## config.mk

```make
export PLATFORM = sky130hd
export DESIGN_NAME = uart_rx_apb_poller_flat
export DESIGN_NICKNAME = d
export VERILOG_FILES = /design/src/rtl/uart_rx_apb_poller_if.sv /design/src/rtl/uart_rx_apb_poller.sv /design/src/flat_wrapper.sv
export SDC_FILE = /design/constraint.sdc
export NUM_CORES = 1
export LEC_CHECK = 0
export ABC_AREA = 1
export BUFFER_PORTS_ARGS = -buffer_cell sky130_fd_sc_hd__buf_2
export CORE_AREA = 3 3 151 94
export DETAILED_ROUTE_END_ITERATION = 12
export DIE_AREA = 0 0 154 97
export GPL_TIMING_DRIVEN = 0
export SLEW_MARGIN = 30
export SYNTH_ARGS = -nofsm -noshare
export SYNTH_HDL_FRONTEND = slang
export SYNTH_SLANG_ARGS = --single-unit
```

## constraint.sdc

```tcl
create_clock -name clk -period 5.6 [get_ports clk]
set_input_delay 0.28 -clock clk [delete_from_list [all_inputs] [get_ports clk]]
set_output_delay 0.28 -clock clk [all_outputs]
set_load 0.05 [all_outputs]
```

## src/rtl/uart_rx_apb_poller_if.sv

```systemverilog
// APB link between the RX poller (master) and the UART receiver register block (slave).
// Zero-wait slave: no pready, read data is valid during the ACCESS cycle.
interface uart_rx_apb_poller_if;
  logic       psel;
  logic       penable;
  logic       pwrite;
  logic [2:0] paddr;
  logic [7:0] pwdata;
  logic [7:0] prdata;
  logic       pslverr;

  modport master (
    output psel, penable, pwrite, paddr, pwdata,
    input  prdata, pslverr
  );

  modport slave (
    input  psel, penable, pwrite, paddr, pwdata,
    output prdata, pslverr
  );
endinterface

```

## src/rtl/uart_rx_apb_poller.sv

```systemverilog
// APB master that programs the UART RX block, polls it, and queues received bytes with error tags.
// Optional: define UART_RX_POLLER_DROP_ERR_EN to discard errored bytes and count them in err_drop_cnt_o.
//
// state     | meaning
// ----------+----------------------------------------------------------
// IDLE      | bus idle, waiting for cfg_start or enable
// CFG_BP0   | write bit_period[7:0] to addr 2
// CFG_BP1   | write bit_period[13:8] to addr 3
// CFG_DS    | write data_size to addr 4
// POLL      | read status (addr 0)
// RD_ERR    | read error code (addr 1)
// RD_DATA   | read rx data (addr 6), push into FIFO
// GAP       | bus idle for POLL_GAP cycles
// FULL_WAIT | byte pending but FIFO full, wait for space
module uart_rx_apb_poller #(
  parameter int FIFO_DEPTH = 4,
  parameter int POLL_GAP   = 2
) (
  input  logic                        clk,
  input  logic                        n_rst,
  input  logic                        cfg_start_i,
  input  logic [13:0]                 cfg_bit_period_i,
  input  logic [3:0]                  cfg_data_size_i,
  input  logic                        enable_i,
  output logic                        configured_o,
  output logic                        busy_o,
  output logic                        bus_err_o,
  uart_rx_apb_poller_if.master        apb,
  output logic [7:0]                  rx_byte_o,
  output logic [1:0]                  rx_err_o,
  output logic                        rx_valid_o,
  input  logic                        rx_ready_i,
  output logic [$clog2(FIFO_DEPTH):0] fifo_count_o,
  output logic [7:0]                  err_drop_cnt_o
);

  localparam int PW = $clog2(FIFO_DEPTH);
  localparam int CW = PW + 1;
  localparam int GW = $clog2(POLL_GAP);

  localparam logic [GW-1:0] GAP_LOAD = GW'(POLL_GAP - 1);

  localparam logic [3:0] S_IDLE      = 4'd0;
  localparam logic [3:0] S_CFG_BP0   = 4'd1;
  localparam logic [3:0] S_CFG_BP1   = 4'd2;
  localparam logic [3:0] S_CFG_DS    = 4'd3;
  localparam logic [3:0] S_POLL      = 4'd4;
  localparam logic [3:0] S_RD_ERR    = 4'd5;
  localparam logic [3:0] S_RD_DATA   = 4'd6;
  localparam logic [3:0] S_GAP       = 4'd7;
  localparam logic [3:0] S_FULL_WAIT = 4'd8;

  localparam logic [2:0] A_STATUS = 3'd0;
  localparam logic [2:0] A_ERR    = 3'd1;
  localparam logic [2:0] A_BP_LO  = 3'd2;
  localparam logic [2:0] A_BP_HI  = 3'd3;
  localparam logic [2:0] A_DSIZE  = 3'd4;
  localparam logic [2:0] A_DATA   = 3'd6;

  logic [3:0]    state_q, state_d;
  logic          phase_q, phase_d;
  logic [GW-1:0] gap_q, gap_d;
  logic [13:0]   cfg_bp_q, cfg_bp_d;
  logic [3:0]    cfg_ds_q, cfg_ds_d;
  logic [1:0]    err_q, err_d;
  logic          configured_q, configured_d;
  logic          bus_err_q, bus_err_d;
  logic          psel_q, psel_d;
  logic          penable_q, penable_d;
  logic          pwrite_q, pwrite_d;
  logic [2:0]    paddr_q, paddr_d;
  logic [7:0]    pwdata_q, pwdata_d;

  logic [9:0]    mem_q [FIFO_DEPTH];
  logic [PW-1:0] wptr_q, rptr_q;
  logic [CW-1:0] count_q;

  logic          start_xfer;
  logic [2:0]    st_addr;
  logic          st_write;
  logic [7:0]    st_wdata;
  logic          xfer_state;
  logic          acc_done;
  logic          has_space;
  logic          data_done;
  logic          cfg_clr;
  logic          push;
  logic          pop;

  assign xfer_state = (state_q == S_CFG_BP0) || (state_q == S_CFG_BP1) ||
                      (state_q == S_CFG_DS)  || (state_q == S_POLL)    ||
                      (state_q == S_RD_ERR)  || (state_q == S_RD_DATA);
  // phase_q=1 marks the ACCESS cycle; its closing edge samples prdata/pslverr
  assign acc_done   = xfer_state && phase_q;
  assign has_space  = count_q < CW'(FIFO_DEPTH);
  assign data_done  = (state_q == S_RD_DATA) && phase_q;
  assign cfg_clr    = (state_q == S_IDLE) && cfg_start_i;
  assign pop        = rx_valid_o && rx_ready_i;

  always_comb begin
    state_d      = state_q;
    phase_d      = 1'b0;
    gap_d        = gap_q;
    cfg_bp_d     = cfg_bp_q;
    cfg_ds_d     = cfg_ds_q;
    err_d        = err_q;
    configured_d = configured_q;
    bus_err_d    = bus_err_q;
    start_xfer   = 1'b0;
    st_addr      = 3'd0;
    st_write     = 1'b0;
    st_wdata     = 8'd0;
    if (acc_done && apb.pslverr) bus_err_d = 1'b1;
    case (state_q)
      S_IDLE: begin
        if (cfg_start_i) begin
          state_d      = S_CFG_BP0;
          cfg_bp_d     = cfg_bit_period_i;
          cfg_ds_d     = cfg_data_size_i;
          configured_d = 1'b0;
          bus_err_d    = 1'b0;
          start_xfer   = 1'b1;
          st_addr      = A_BP_LO;
          st_write     = 1'b1;
          st_wdata     = cfg_bit_period_i[7:0];
        end else if (enable_i && configured_q) begin
          state_d    = S_POLL;
          start_xfer = 1'b1;
          st_addr    = A_STATUS;
        end
      end
      S_CFG_BP0: begin
        if (!phase_q) begin
          phase_d = 1'b1;
        end else begin
          state_d    = S_CFG_BP1;
          start_xfer = 1'b1;
          st_addr    = A_BP_HI;
          st_write   = 1'b1;
          st_wdata   = {2'b00, cfg_bp_q[13:8]};
        end
      end
      S_CFG_BP1: begin
        if (!phase_q) begin
          phase_d = 1'b1;
        end else begin
          state_d    = S_CFG_DS;
          start_xfer = 1'b1;
          st_addr    = A_DSIZE;
          st_write   = 1'b1;
          st_wdata   = {4'b0000, cfg_ds_q};
        end
      end
      S_CFG_DS: begin
        if (!phase_q) begin
          phase_d = 1'b1;
        end else begin
          state_d      = S_IDLE;
          configured_d = 1'b1;
        end
      end
      S_POLL: begin
        if (!phase_q) begin
          phase_d = 1'b1;
        end else if (!apb.prdata[0]) begin
          state_d = S_GAP;
          gap_d   = GAP_LOAD;
        end else if (has_space) begin
          state_d    = S_RD_ERR;
          start_xfer = 1'b1;
          st_addr    = A_ERR;
        end else begin
          state_d = S_FULL_WAIT;
        end
      end
      S_RD_ERR: begin
        if (!phase_q) begin
          phase_d = 1'b1;
        end else begin
          err_d      = apb.prdata[1:0];
          state_d    = S_RD_DATA;
          start_xfer = 1'b1;
          st_addr    = A_DATA;
        end
      end
      S_RD_DATA: begin
        if (!phase_q) begin
          phase_d = 1'b1;
        end else begin
          state_d = S_GAP;
          gap_d   = GAP_LOAD;
        end
      end
      S_GAP: begin
        if (gap_q != '0) begin
          gap_d = gap_q - 1'b1;
        end else if (enable_i) begin
          state_d    = S_POLL;
          start_xfer = 1'b1;
          st_addr    = A_STATUS;
        end else begin
          state_d = S_IDLE;
        end
      end
      S_FULL_WAIT: begin
        if (!enable_i) begin
          state_d = S_IDLE;
        end else if (has_space) begin
          state_d    = S_POLL;
          start_xfer = 1'b1;
          st_addr    = A_STATUS;
        end
      end
      default: state_d = S_IDLE;
    endcase
  end

  // Bus outputs are computed one cycle ahead so every APB pin comes straight from a flop
  assign psel_d    = start_xfer || (xfer_state && !phase_q);
  assign penable_d = xfer_state && !phase_q;
  assign pwrite_d  = start_xfer ? st_write : pwrite_q;
  assign paddr_d   = start_xfer ? st_addr  : paddr_q;
  assign pwdata_d  = start_xfer ? st_wdata : pwdata_q;

  always_ff @(posedge clk or negedge n_rst) begin
    if (!n_rst) begin
      state_q      <= S_IDLE;
      phase_q      <= 1'b0;
      gap_q        <= '0;
      cfg_bp_q     <= '0;
      cfg_ds_q     <= '0;
      err_q        <= '0;
      configured_q <= 1'b0;
      bus_err_q    <= 1'b0;
      psel_q       <= 1'b0;
      penable_q    <= 1'b0;
      pwrite_q     <= 1'b0;
      paddr_q      <= '0;
      pwdata_q     <= '0;
    end else begin
      state_q      <= state_d;
      phase_q      <= phase_d;
      gap_q        <= gap_d;
      cfg_bp_q     <= cfg_bp_d;
      cfg_ds_q     <= cfg_ds_d;
      err_q        <= err_d;
      configured_q <= configured_d;
      bus_err_q    <= bus_err_d;
      psel_q       <= psel_d;
      penable_q    <= penable_d;
      pwrite_q     <= pwrite_d;
      paddr_q      <= paddr_d;
      pwdata_q     <= pwdata_d;
    end
  end

`ifdef UART_RX_POLLER_DROP_ERR_EN
  logic [7:0] drop_q;

  assign push = data_done && (err_q == 2'd0);

  always_ff @(posedge clk or negedge n_rst) begin
    if (!n_rst) begin
      drop_q <= '0;
    end else if (cfg_clr) begin
      drop_q <= '0;
    end else if (data_done && (err_q != 2'd0) && (drop_q != 8'hFF)) begin
      drop_q <= drop_q + 8'd1;
    end
  end

  assign err_drop_cnt_o = drop_q;
`else
  assign push           = data_done;
  assign err_drop_cnt_o = 8'd0;
`endif

  // Space is checked once per status poll, so push never lands on a full FIFO
  always_ff @(posedge clk or negedge n_rst) begin
    if (!n_rst) begin
      for (int i = 0; i < FIFO_DEPTH; i++) mem_q[i] <= '0;
      wptr_q  <= '0;
      rptr_q  <= '0;
      count_q <= '0;
    end else begin
      if (push) begin
        mem_q[wptr_q] <= {err_q, apb.prdata};
        wptr_q        <= wptr_q + 1'b1;
      end
      if (pop) rptr_q <= rptr_q + 1'b1;
      case ({push, pop})
        2'b10:   count_q <= count_q + 1'b1;
        2'b01:   count_q <= count_q - 1'b1;
        default: count_q <= count_q;
      endcase
    end
  end

  assign apb.psel     = psel_q;
  assign apb.penable  = penable_q;
  assign apb.pwrite   = pwrite_q;
  assign apb.paddr    = paddr_q;
  assign apb.pwdata   = pwdata_q;

  assign configured_o = configured_q;
  assign busy_o       = state_q != S_IDLE;
  assign bus_err_o    = bus_err_q;
  assign rx_byte_o    = mem_q[rptr_q][7:0];
  assign rx_err_o     = mem_q[rptr_q][9:8];
  assign rx_valid_o   = count_q != '0;
  assign fifo_count_o = count_q;

endmodule

```

## src/flat_wrapper.sv

```systemverilog
// flat-port wrapper written by rule: the top's interface ports become plain ports
module uart_rx_apb_poller_flat 
#(
  parameter int FIFO_DEPTH = 4,
  parameter int POLL_GAP   = 2
)
  (clk, n_rst, cfg_start_i, cfg_bit_period_i, cfg_data_size_i, enable_i, configured_o, busy_o, bus_err_o, rx_byte_o, rx_err_o, rx_valid_o, rx_ready_i, fifo_count_o, err_drop_cnt_o, apb_psel, apb_penable, apb_pwrite, apb_paddr, apb_pwdata, apb_prdata, apb_pslverr);
  uart_rx_apb_poller_if apb_i ();
  input  logic clk;
  input  logic n_rst;
  input  logic cfg_start_i;
  input  logic [13:0] cfg_bit_period_i;
  input  logic [3:0] cfg_data_size_i;
  input  logic enable_i;
  output logic configured_o;
  output logic busy_o;
  output logic bus_err_o;
  output logic [7:0] rx_byte_o;
  output logic [1:0] rx_err_o;
  output logic rx_valid_o;
  input  logic rx_ready_i;
  output logic [$clog2(FIFO_DEPTH):0] fifo_count_o;
  output logic [7:0] err_drop_cnt_o;
  output wire logic [$bits(apb_i.psel)-1:0] apb_psel;
  output wire logic [$bits(apb_i.penable)-1:0] apb_penable;
  output wire logic [$bits(apb_i.pwrite)-1:0] apb_pwrite;
  output wire logic [$bits(apb_i.paddr)-1:0] apb_paddr;
  output wire logic [$bits(apb_i.pwdata)-1:0] apb_pwdata;
  input wire logic [$bits(apb_i.prdata)-1:0] apb_prdata;
  input wire logic [$bits(apb_i.pslverr)-1:0] apb_pslverr;
  assign apb_psel = apb_i.psel;
  assign apb_penable = apb_i.penable;
  assign apb_pwrite = apb_i.pwrite;
  assign apb_paddr = apb_i.paddr;
  assign apb_pwdata = apb_i.pwdata;
  assign apb_i.prdata = apb_prdata;
  assign apb_i.pslverr = apb_pslverr;
  uart_rx_apb_poller #(.FIFO_DEPTH(FIFO_DEPTH), .POLL_GAP(POLL_GAP)) u_core (.clk(clk), .n_rst(n_rst), .cfg_start_i(cfg_start_i), .cfg_bit_period_i(cfg_bit_period_i), .cfg_data_size_i(cfg_data_size_i), .enable_i(enable_i), .configured_o(configured_o), .busy_o(busy_o), .bus_err_o(bus_err_o), .apb(apb_i), .rx_byte_o(rx_byte_o), .rx_err_o(rx_err_o), .rx_valid_o(rx_valid_o), .rx_ready_i(rx_ready_i), .fifo_count_o(fifo_count_o), .err_drop_cnt_o(err_drop_cnt_o));
endmodule
```

==> results of run 1 <==
sequential cells by signal, indices dropped and copies added, names as in the netlist, 2 cells and up:
register and count:
u_core.err_q 2, u_core.rptr_q 2, u_core.mem_q 40, u_core.wptr_q 2, u_core.cfg_bp_q 6, u_core.cfg_ds_q 4, u_core.fifo_count_o 3, u_core.apb.pwdata 8
u_core.state_q 4, u_core.apb.paddr 3
timing repair:
action | 4_1_cts | 5_1_grt
setup buffers | 0 | 0
hold endpoints to repair | 22 | 0
hold buffers | 1 | 0
area by class of cell:
type                       instances  area [µm²]  share of cell area [%]
buffer                            28         170                    3.58
clock buffer                      10         229                    4.81
clock inverter                     6        67.6                    1.42
inverter                          37         144                    3.03
multi-input combinational        319        1550                    32.6
sequential                        81        2030                    42.6
tap                              170         213                    4.47
timing repair buffer              64         354                    7.45
worst max-delay path, delay by kind of cell (launching register included):
| kind | cells | cell delay [ps] |
|---|---|---|
| flip-flops | 1 | 420 |
| AND/OR/NAND/NOR | 1 | 90 |
| buffers and inverters | 3 | 870 |
| AO/OA/AOI/OAI | 1 | 230 |
power groups by stage:
stage / registers (mW) / logic (mW) / clock network, mW
2_1_floorplan: 1.16 / 0.939 / 0
3_3_place_gp: 0.974 / 1.49 / 0
3_5_place_dp: 0.983 / 1.52 / 0
4_1_cts: 0.975 / 1.52 / 0.603
5_1_grt: 1.01 / 1.67 / 0.628
6_report: 0.976 / 1.51 / 0.586
cell usage in the layout, fill, tap and decap left out, types with 4 or more instances in the layout:
master     instances
buf_4              9
nand2_1          130
nand3_1           18
xor2_1             4
inv_1             34
o21ai_1           11
o21ai_0           66
buf_6              4
buf_2             68
dfrtp_1           81
a21oi_1           11
o22ai_1           10
clkbuf_16          9
clkbuf_1          10
nand4_1            4
nor2_1            29
ha_1               5
conb_1             8
kinds of logic after synthesis:
logic type	after synthesis	share of synthesized area, %
compound gates	101	13.7
xor+xnor	5	1.13
fa+ha+maj	6	2.14
buf+inv	65	8.12
flops	81	52.4
other cells	1	0.0970
simple gates	199	22.4
worst paths after layout:
check	slack, ps	start	endpoint	depth (start not counted)
min in group asynchronous	360	n_rst	u_core.apb.psel	2
worst min-delay path	130	cfg_data_size_i[3]	u_core.cfg_ds_q[3]	3
worst max register to register	3550	u_core.fifo_count_o[2]	u_core.fifo_count_o[2]	9
worst min register to register	480	u_core.cfg_bp_q[10]	u_core.cfg_bp_q[10]	2
worst max-delay path	3370	u_core.rptr_q[0]	rx_err_o[1]	5
max in group asynchronous	4680	n_rst	u_core.mem_q[38]	3
per-layer routing:
layer  routed length, µm  vias to the layer above  global-route usage, %
met1                5110                     1596                   21.4
met2                4410                      118                   19.6
met5                   0                        -                      0
met4                 102                        0                   4.21
met3                 672                        8                   4.20
li1                    -                     1647                      -
==> impl_metrics.env, run 1 <==
export IMPL_status="finished, final reports clean"
export IMPL_seqPwrFrac_pct=31.7
export IMPL_tritoncts="yes"
export IMPL_grt_max_degree=60
export IMPL_critPathRequiredTime_ps=5320
export IMPL_crit_type="flop to primary output"
export IMPL_grt_pass1_vias=3283
export IMPL_die_area_mm2=0.0149
export IMPL_switching_share_pct=48.5
export IMPL_layout_nets=578
export IMPL_drive_gt1_share_pct=20.7
export IMPL_final_area_mm2=0.00476
export IMPL_synth_area_leaders="dfrtp_1 (52%), nand2_1 (13%), o21ai_0 (8.5%)"
export IMPL_overflow=0
export IMPL_power_total_mw=3.08
export IMPL_synthMostInstantiatedCell="nand2_1"
export IMPL_powerDensity_mw_per_mm2=647
export IMPL_synth_edf_count=0
export IMPL_drc_errors=0
export IMPL_timing_fmax_ghz=0.448
export IMPL_path_max_fanout=10
export IMPL_fin_crit_sh_pct=39.9
export IMPL_syn_avg_cell_area_um2=8.44
export IMPL_clkPwrFrac_pct=19.0
export IMPL_endpoint_kind="primary output"
export IMPL_cts_resized=0
export IMPL_synthDistinctLibCells=32
export IMPL_die_x_um=154
export IMPL_dpl_hpwl_um=7460
export IMPL_slew_headroom_pct=57.2
export IMPL_io_pin_count=71
export IMPL_maxSlewViolCount=0
export IMPL_grt_setup_unrepaired="no"
export IMPL_async_flop_share_pct=100
export IMPL_fin_tns_setup_ps=0
export IMPL_cellLeakagePower_nw=2.42
export IMPL_routed_via_count=3369
export IMPL_wl_per_cell_um=14.4
export IMPL_htreeDepth=3
export IMPL_pwr_share_comb_pct=49.2
export IMPL_start_kind="flop"
export IMPL_clock_latency_ps=340
export IMPL_clk_pin_slew_ps=70
export IMPL_ant_nets=0
export IMPL_fp_dieH_um=97
export IMPL_ys_flop_type="dfrtp_1"
export IMPL_dp_cells=698
export IMPL_syn_area_mm2=0.00387
export IMPL_cpPeakStageDelay_ps=490
export IMPL_ys_ff_latch=81
export IMPL_ir_worst_vdd_mv=0.236
export IMPL_setup_viol=0
export IMPL_drtIter0Drc=250
export IMPL_hp_class="input pin to flop"
export IMPL_syn_inst=458
export IMPL_synth_seq_area_share_pct=52.4
export IMPL_p_int_mw=1.58
export IMPL_worst_hold_slack_ps=131
export IMPL_grt_usage_pct=14.2
export IMPL_crit_arrival_ps=1950
export IMPL_initial_core_util_pct=30.1
export IMPL_cts_buffers=9
export IMPL_fin_worst_skew_ps=8.22
export IMPL_clk_path_buf_depth=2
export IMPL_core_area_mm2=0.0129
export IMPL_ys_warn_count=0
export IMPL_hold_viol=0
export IMPL_place_gp_congestion=0.887
export IMPL_placementRows=32
export IMPL_grt_pass1_wl_um=17000
export IMPL_cap_violations=0
export IMPL_dp_slack_ps=3560
export IMPL_fin_crit_ps=2230
export IMPL_setup_ws_ps=3370
export IMPL_yosysTopAreaCell="dfrtp_1"
export IMPL_final_cells=715
export IMPL_path_cells="inv_1 > clkbuf_1 > nor2_1 > o22ai_1 > buf_2"
export IMPL_firstDrtPassIters=5
export IMPL_antenna_cells=0
export IMPL_worst_pin_slew_ps=643
export IMPL_postPlaceCellArea_mm2=0.00445
export IMPL_crit_path_top_delay_cell="clkbuf_1"
export IMPL_io_buffers=62
export IMPL_cts_sinks=81
export IMPL_synthToLayoutAreaGrowth_pct=23.0
export IMPL_fillCellCount=1316
export IMPL_fin_util_pct=37.0
export IMPL_totalWireLength_um=10300
export IMPL_synth_top_area_share_pct=52.4
export IMPL_switching_power_mw=1.49
export IMPL_antenna_found_initial=0
export IMPL_cts_root_buf="clkbuf_16"
export IMPL_synth_common_cells="nand2_1 (130), dfrtp_1 (81), o21ai_0 (66)"
export IMPL_via_per_inst=4.71
No activity file was read; power rests on OpenSTA's default activity.
==> run 2: changes to the inputs <==
--- a/config.mk
+++ b/config.mk
@@ -5,11 +5,11 @@
 export SDC_FILE = /design/constraint.sdc
 export NUM_CORES = 1
 export LEC_CHECK = 0
-export ABC_AREA = 1
+export ABC_AREA = 0
 export BUFFER_PORTS_ARGS = -buffer_cell sky130_fd_sc_hd__buf_2
-export CORE_AREA = 3 3 151 94
+export CORE_AREA = 3 3 151 95
 export DETAILED_ROUTE_END_ITERATION = 12
-export DIE_AREA = 0 0 154 97
+export DIE_AREA = 0 0 154 98
 export GPL_TIMING_DRIVEN = 0
 export SLEW_MARGIN = 30
 export SYNTH_ARGS = -nofsm -noshare
==> constraint.sdc (replaced) <==
create_clock -name clk -period 2 [get_ports clk]
set_input_delay 0.1 -clock clk [delete_from_list [all_inputs] [get_ports clk]]
set_output_delay 0.1 -clock clk [all_outputs]
set_load 0.05 [all_outputs]
==> run 2 against run 1 <==
Sequential share of layout area down 2.0 points. Hold slack worse by 110 ps. Count of clock-buffer cells in the layout grew 2. Critical path depth is the same. Die area is 1.0% higher. Sequential cell count is the same. Sequential power rose to 2.8 times the previous value. Power grew to 2.7 times the previous value. Largest power group unchanged.
==> impl_metrics.env, run 2 <==
export IMPL_endpoint_kind="flop"
export IMPL_ir_worst_vdd_mv=0.576
export IMPL_synth_top_area_share_pct=52.2
export IMPL_antenna_found_initial=0
export IMPL_fin_worst_skew_ps=6.06
export IMPL_htreeDepth=3
export IMPL_worst_path_buf_inv=1
export IMPL_ys_flop_type="dfrtp_1"
export IMPL_clock_latency_ps=330
export IMPL_final_area_mm2=0.00499
export IMPL_clk_path_buf_depth=2
export IMPL_ys_warn_count=0
export IMPL_wl_per_cell_um=15.6
export IMPL_crit_path_top_delay_cell="dfrtp_2"
export IMPL_cts_buffers=9
export IMPL_antenna_cells=0
export IMPL_fp_dieH_um=98
export IMPL_drc_errors=0
export IMPL_hold_start="cfg_bit_period_i[4]"
export IMPL_reg2regPathDepth=5
export IMPL_reg2reg_slack_ps=50
export IMPL_synth_seq_area_share_pct=52.2
export IMPL_top_register="u_core.mem_q"
export IMPL_hold_path_end="u_core.apb.pwdata[4]"
export IMPL_crit_type="flop to flop"
export IMPL_grt_pass1_wl_um=15000
export IMPL_postPlaceCellArea_mm2=0.00450
export IMPL_cts_sinks=81
export IMPL_initial_core_util_pct=30.2
export IMPL_powerDensity_mw_per_mm2=1680
export IMPL_syn_avg_cell_area_um2=11.8
export IMPL_fin_crit_sh_pct=97.7
export IMPL_path_max_fanout=4
export IMPL_io_pin_count=71
export IMPL_hold_viol=0
export IMPL_cts_root_buf="clkbuf_16"
export IMPL_via_per_inst=4.78
export IMPL_synth_area_leaders="dfrtp_1 (52%), mux2_2 (11%), mux4_2 (5.8%)"
export IMPL_timing_fmax_ghz=0.512
export IMPL_largest_reg_flops=40
export IMPL_rr_startpoint="u_core.state_q[2]"
export IMPL_die_area_mm2=0.0151
export IMPL_crit_arrival_ps=2170
export IMPL_clk_pin_slew_ps=60
export IMPL_drive_gt1_share_pct=40.0
export IMPL_io_buffers=61
export IMPL_place_gp_congestion=0.858
export IMPL_syn_inst=328
export IMPL_hold_depth=3
export IMPL_routed_via_count=2856
export IMPL_synthToLayoutAreaGrowth_pct=28.5
export IMPL_die_x_um=154
export IMPL_cellLeakagePower_nw=2.29
export IMPL_ant_nets=0
export IMPL_async_flop_share_pct=100
export IMPL_grt_usage_pct=12.6
export IMPL_layout_common_cells="dfrtp_1 (79), buf_2 (63), nand2_1 (47), mux2_2 (38), inv_1 (18)"
export IMPL_worst_hold_slack_ps=20.5
export IMPL_drtIter0Drc=150
export IMPL_maxSlewViolCount=0
export IMPL_overflow=0
export IMPL_fin_crit_ps=1950
export IMPL_core_area_mm2=0.0129
export IMPL_grt_pass1_vias=2881
export IMPL_start_kind="flop"
export IMPL_worst_pin_slew_ps=834
export IMPL_firstDrtPassIters=4
export IMPL_synthDistinctLibCells=57
export IMPL_grt_setup_unrepaired="yes"
export IMPL_critPathRequiredTime_ps=2220
export IMPL_ys_ff_latch=81
export IMPL_placementRows=32
export IMPL_syn_area_mm2=0.00388
export IMPL_final_common_cell="dfrtp_1"
export IMPL_dpl_hpwl_um=6380
export IMPL_setup_viol=0
export IMPL_hp_class="input pin to flop"
export IMPL_grt_max_degree=72
export IMPL_rr_endpoint="u_core.apb.paddr[1]"
export IMPL_synth_edf_count=0
export IMPL_path_cells="buf_12 > or3_4 > or3_1 > and3_4 > a311o_1"
export IMPL_synthMostInstantiatedCell="dfrtp_1"
export IMPL_tritoncts="yes"
export IMPL_cap_violations=0
export IMPL_layout_nets=464
export IMPL_status="finished, final reports clean"
export IMPL_slew_headroom_pct=44.0
export IMPL_crit_family="simple AND/OR/NAND/NOR gates"
export IMPL_totalWireLength_um=9320
export IMPL_cpPeakStageDelay_ps=450
export IMPL_synth_common_cells="dfrtp_1 (81), nand2_1 (49), mux2_2 (38)"
export IMPL_yosysTopAreaCell="dfrtp_1"
[run 2: cell count changes after synthesis, sizes merged, moves of 6 or more]
cell	change
nand3	-20
a21oi	-6
inv	-16
mux4	+10
nand2	-79
o31ai	+6
mux2	+40
o21ai	-71
o22ai	-9
nor2	-26
[run 2: logic make-up (layout without fill, tap and decap cells)]
| family | Yosys count | in the layout | share of synthesized area [%] |
|---|---|---|---|
| flip-flops | 81 | 81 | 52.2 |
| XOR/XNOR | 7 | 7 | 1.58 |
| buffers and inverters | 43 | 136 | 5.44 |
| multiplexers | 51 | 51 | 17.6 |
| AO/OA/AOI/OAI | 45 | 45 | 8.66 |
| other | 1 | 8 | 0.0965 |
| adder cells (fa/ha/maj) | 6 | 6 | 2.13 |
| AND/OR/NAND/NOR | 94 | 94 | 12.3 |
[run 2: layout make-up]
| cell class | count | area, µm² |
|---|---|---|
| Fill cell | 1232 | 7860 |
| Sequential cell | 81 | 2030 |
| Multi-Input combinational cell | 211 | 1730 |
| Timing Repair Buffer | 81 | 527 |
| Clock buffer | 12 | 246 |
| Tap cell | 170 | 213 |
| Buffer | 22 | 166 |
| Inverter | 20 | 75.1 |
| Clock inverter | 1 | 5.00 |
[run 2: routing by layer]
layer	vias to the layer above	GRT usage (%)	part of all wire, %
met5	-	0	0
met4	0	2.71	1.0
met3	10	5.14	7.7
met2	96	18.1	43
met1	1401	17.9	48
li1	1349	-	-
[run 2: report_power, final]
part / switching (mW) / internal (mW) / total, mW / leakage (nW)
combinational: 2.66 / 1.57 / 4.23 / 1.18
clock: 0.600 / 0.852 / 1.45 / 0.124
sequential: 0.385 / 2.32 / 2.70 / 0.982
total: 3.65 / 4.74 / 8.39 / 2.29
[run 2: worst max-delay path by stage]
| stage | from | end | cells past startpoint |
|---|---|---|---|
| 6_report | u_core.state_q[2] | u_core.apb.paddr[1] | 5 |
| 5_1_grt | u_core.phase_q | u_core.state_q[0] | 5 |
| 4_1_cts | u_core.fifo_count_o[2] | u_core.fifo_count_o[1] | 7 |
| 3_5_place_dp | u_core.state_q[2] | u_core.fifo_count_o[1] | 8 |
| 3_3_place_gp | u_core.state_q[0] | u_core.fifo_count_o[2] | 10 |
| 2_1_floorplan | u_core.fifo_count_o[2] | u_core.fifo_count_o[2] | 9 |
[run 2: worst register-to-register path: cells and delay by family, from the launching register on]
| kind | cells | cell delay, ps |
|---|---|---|
| AO/OA/AOI/OAI | 1 | 310 |
| flip-flops | 1 | 450 |
| AND/OR/NAND/NOR | 3 | 930 |
| buffers and inverters | 1 | 150 |
[run 2: stage by stage]
step / setup TNS [ps] / power (mW) / utilization [%] / cells / setup WS [ps]
after CTS: 0 / 8.36 / 38.2 / 594 / 2.10
after global placement: -1550 / 6.68 / 34.7 / 566 / -285
after detailed placement: -3010 / 6.79 / 35.0 / 567 / -318
after floorplan: -373 / 5.89 / - / 335 / -193
final: 0 / 8.39 / 38.8 / 598 / 45.6
after global routing: -32.2 / 8.92 / 38.8 / 598 / -20.3
[run 2: repair_timing]
action,4_1_cts,5_1_grt
hold buffers,13,0
setup buffers,1,5
pin swaps,1,2
gates resized for setup,8,18
endpoints found under the setup margin,58,30
endpoints found under the hold margin,93,0
==> run 3: changes to the inputs <==
--- a/config.mk
+++ b/config.mk
@@ -7,9 +7,9 @@
 export LEC_CHECK = 0
 export ABC_AREA = 0
 export BUFFER_PORTS_ARGS = -buffer_cell sky130_fd_sc_hd__buf_2
-export CORE_AREA = 3 3 151 95
+export CORE_AREA = 3 3 132 83
 export DETAILED_ROUTE_END_ITERATION = 12
-export DIE_AREA = 0 0 154 98
+export DIE_AREA = 0 0 135 86
 export GPL_TIMING_DRIVEN = 0
 export SLEW_MARGIN = 30
 export SYNTH_ARGS = -nofsm -noshare
==> run 3 against run 2 <==
Core utilization grew 13 points. Register-to-register slack better by 20 ps. Via count shrank 1.8%. Largest power group unchanged. Sequential power is essentially flat. Hold slack got worse by 3.7 ps. Fmax up 1.1%. Clock skew hardly changed.
==> impl_metrics.env, run 3 (synthesized netlist as in run 2, its figures left out) <==
export IMPL_clkPwrFrac_pct=22.3
export IMPL_seqPwrFrac_pct=30.5
export IMPL_antenna_cells=0
export IMPL_tritoncts="yes"
export IMPL_pwr_share_comb_pct=47.2
export IMPL_core_area_mm2=0.00977
export IMPL_final_common_cell="dfrtp_1"
export IMPL_fp_dieH_um=86
export IMPL_hold_depth=3
export IMPL_clock_latency_ps=330
export IMPL_reg2regPathDepth=5
export IMPL_status="finished, final reports clean"
export IMPL_crit_type="flop to flop"
export IMPL_endpoint_kind="flop"
export IMPL_worst_path_buf_inv=1
export IMPL_io_buffers=61
export IMPL_ant_nets=0
export IMPL_timing_fmax_ghz=0.517
export IMPL_firstDrtPassIters=5
export IMPL_largest_reg_flops=40
export IMPL_cts_buffers=9
export IMPL_via_per_inst=4.97
export IMPL_layout_nets=463
export IMPL_hold_path_end="u_core.apb.pwdata[5]"
export IMPL_path_cells="buf_6 > or3_4 > or3_1 > and3_4 > a311o_1"
export IMPL_slew_headroom_pct=47.9
export IMPL_layout_common_cells="dfrtp_1 (79), buf_2 (61), nand2_1 (48), mux2_2 (38), inv_1 (19)"
export IMPL_clk_path_buf_depth=2
export IMPL_worst_pin_slew_ps=776
export IMPL_totalWireLength_um=8800
export IMPL_wl_per_cell_um=15.6
export IMPL_fin_crit_sh_pct=96.6
export IMPL_routed_via_count=2805
export IMPL_switching_power_mw=3.63
export IMPL_crit_arrival_ps=2150
export IMPL_grt_usage_pct=16.1
export IMPL_cpPeakStageDelay_ps=400
export IMPL_fin_crit_ps=1930
export IMPL_cap_violations=0
export IMPL_reg2reg_slack_ps=70
export IMPL_clk_pin_slew_ps=60
export IMPL_p_int_mw=5.21
export IMPL_grt_pass1_vias=2903
export IMPL_io_pin_count=71
export IMPL_htreeDepth=3
export IMPL_drive_gt1_share_pct=40.3
export IMPL_synthToLayoutAreaGrowth_pct=29.5
export IMPL_place_gp_congestion=0.904
export IMPL_die_x_um=135
export IMPL_placementRows=28
export IMPL_grt_pass1_wl_um=14700
export IMPL_ir_worst_vdd_mv=0.858
export IMPL_startpoint="u_core.state_q[0]"
export IMPL_overflow=0
export IMPL_cts_sinks=81
export IMPL_maxSlewViolCount=0
export IMPL_power_total_mw=8.83
export IMPL_hp_class="input pin to flop"
export IMPL_hold_viol=0
export IMPL_path_max_fanout=7
export IMPL_cellLeakagePower_nw=2.33
export IMPL_rr_startpoint="u_core.state_q[0]"
export IMPL_worst_hold_slack_ps=16.8
export IMPL_drtIter0Drc=163
export IMPL_fin_worst_skew_ps=5.97
export IMPL_hold_start="cfg_bit_period_i[5]"
export IMPL_crit_family="simple AND/OR/NAND/NOR gates"
export IMPL_die_area_mm2=0.0116
export IMPL_crit_path_top_delay_cell="or3_4"
export IMPL_dpl_hpwl_um=6100
export IMPL_start_kind="flop"
export IMPL_setup_viol=0
export IMPL_grt_max_degree=54
export IMPL_switching_share_pct=41.1
export IMPL_top_register="u_core.mem_q"
export IMPL_critPathRequiredTime_ps=2220
export IMPL_drc_errors=0
export IMPL_antenna_found_initial=0
export IMPL_initial_core_util_pct=39.7
export IMPL_cts_root_buf="clkbuf_16"
export IMPL_powerDensity_mw_per_mm2=1760
export IMPL_rr_endpoint="u_core.apb.paddr[1]"
-- run 3: worst max-delay path by stage --
stage / cells after the start / endpoint / slack [ps]
after floorplan: 9 / u_core.fifo_count_o[2] / -190
after global placement: 10 / u_core.fifo_count_o[2] / -220
after detailed placement: 10 / u_core.fifo_count_o[2] / -230
after CTS: 9 / u_core.fifo_count_o[2] / 4
after global routing: 10 / u_core.fifo_count_o[2] / -3
final: 5 / u_core.apb.paddr[1] / 70
-- run 3: what timing repair did --
| item | 4_1_cts | 5_1_grt |
|---|---|---|
| pin swaps | 1 | 1 |
| buffers inserted | 1 | 4 |
| gates resized for setup | 6 | 20 |
| setup endpoints to repair | 13 | 35 |
| hold buffers | 13 | 0 |
| hold endpoints to repair | 93 | 0 |
-- run 3: stage by stage --
stage | cells | area, µm² | worst slack [ps] | util (%) | TNS [ps]
after detailed placement | 532 | 4450 | -232 | 45.6 | -595
after CTS | 561 | 4970 | 3.85 | 50.9 | 0
after global placement | 531 | 4420 | -224 | 45.2 | -548
final | 564 | 5030 | 67.4 | 51.5 | 0
after floorplan | 335 | 3950 | -193 | - | -373
after global routing | 564 | 5030 | -3.43 | 51.5 | -3.43
-- run 3: cell type report --
class                      count  area [µm²]
fill                         865        4740
clock buffer                  10         229
multi-input combinational    211        1730
tap                          135         169
inverter                      20        75.1
buffer                        22         158
sequential                    81        2030
clock inverter                 5         129
timing repair buffer          80         507
-- run 3: metal layers --
| layer | global-route usage [%] | wire, µm |
|---|---|---|
| met1 | 23.2 | 4340 |
| met2 | 23.9 | 3860 |
| met3 | 5.22 | 524 |
| met4 | 3.29 | 75 |
| met5 | 0 | 0 |
-- run 3: power by group through the flow --
stage | registers, mW | logic (mW) | clock network (mW)
floorplan | 3.18 | 2.71 | 0
global placement | 2.68 | 3.98 | 0
detailed placement | 2.71 | 4.04 | 0
CTS | 2.69 | 4.12 | 2.02
global route | 2.80 | 4.50 | 2.08
finish | 2.69 | 4.17 | 1.97
-- run 3: worst min-delay path, stage by stage --
cell	delay [ps]
buf_2	80
a22oi_1	70
o31ai_1	70
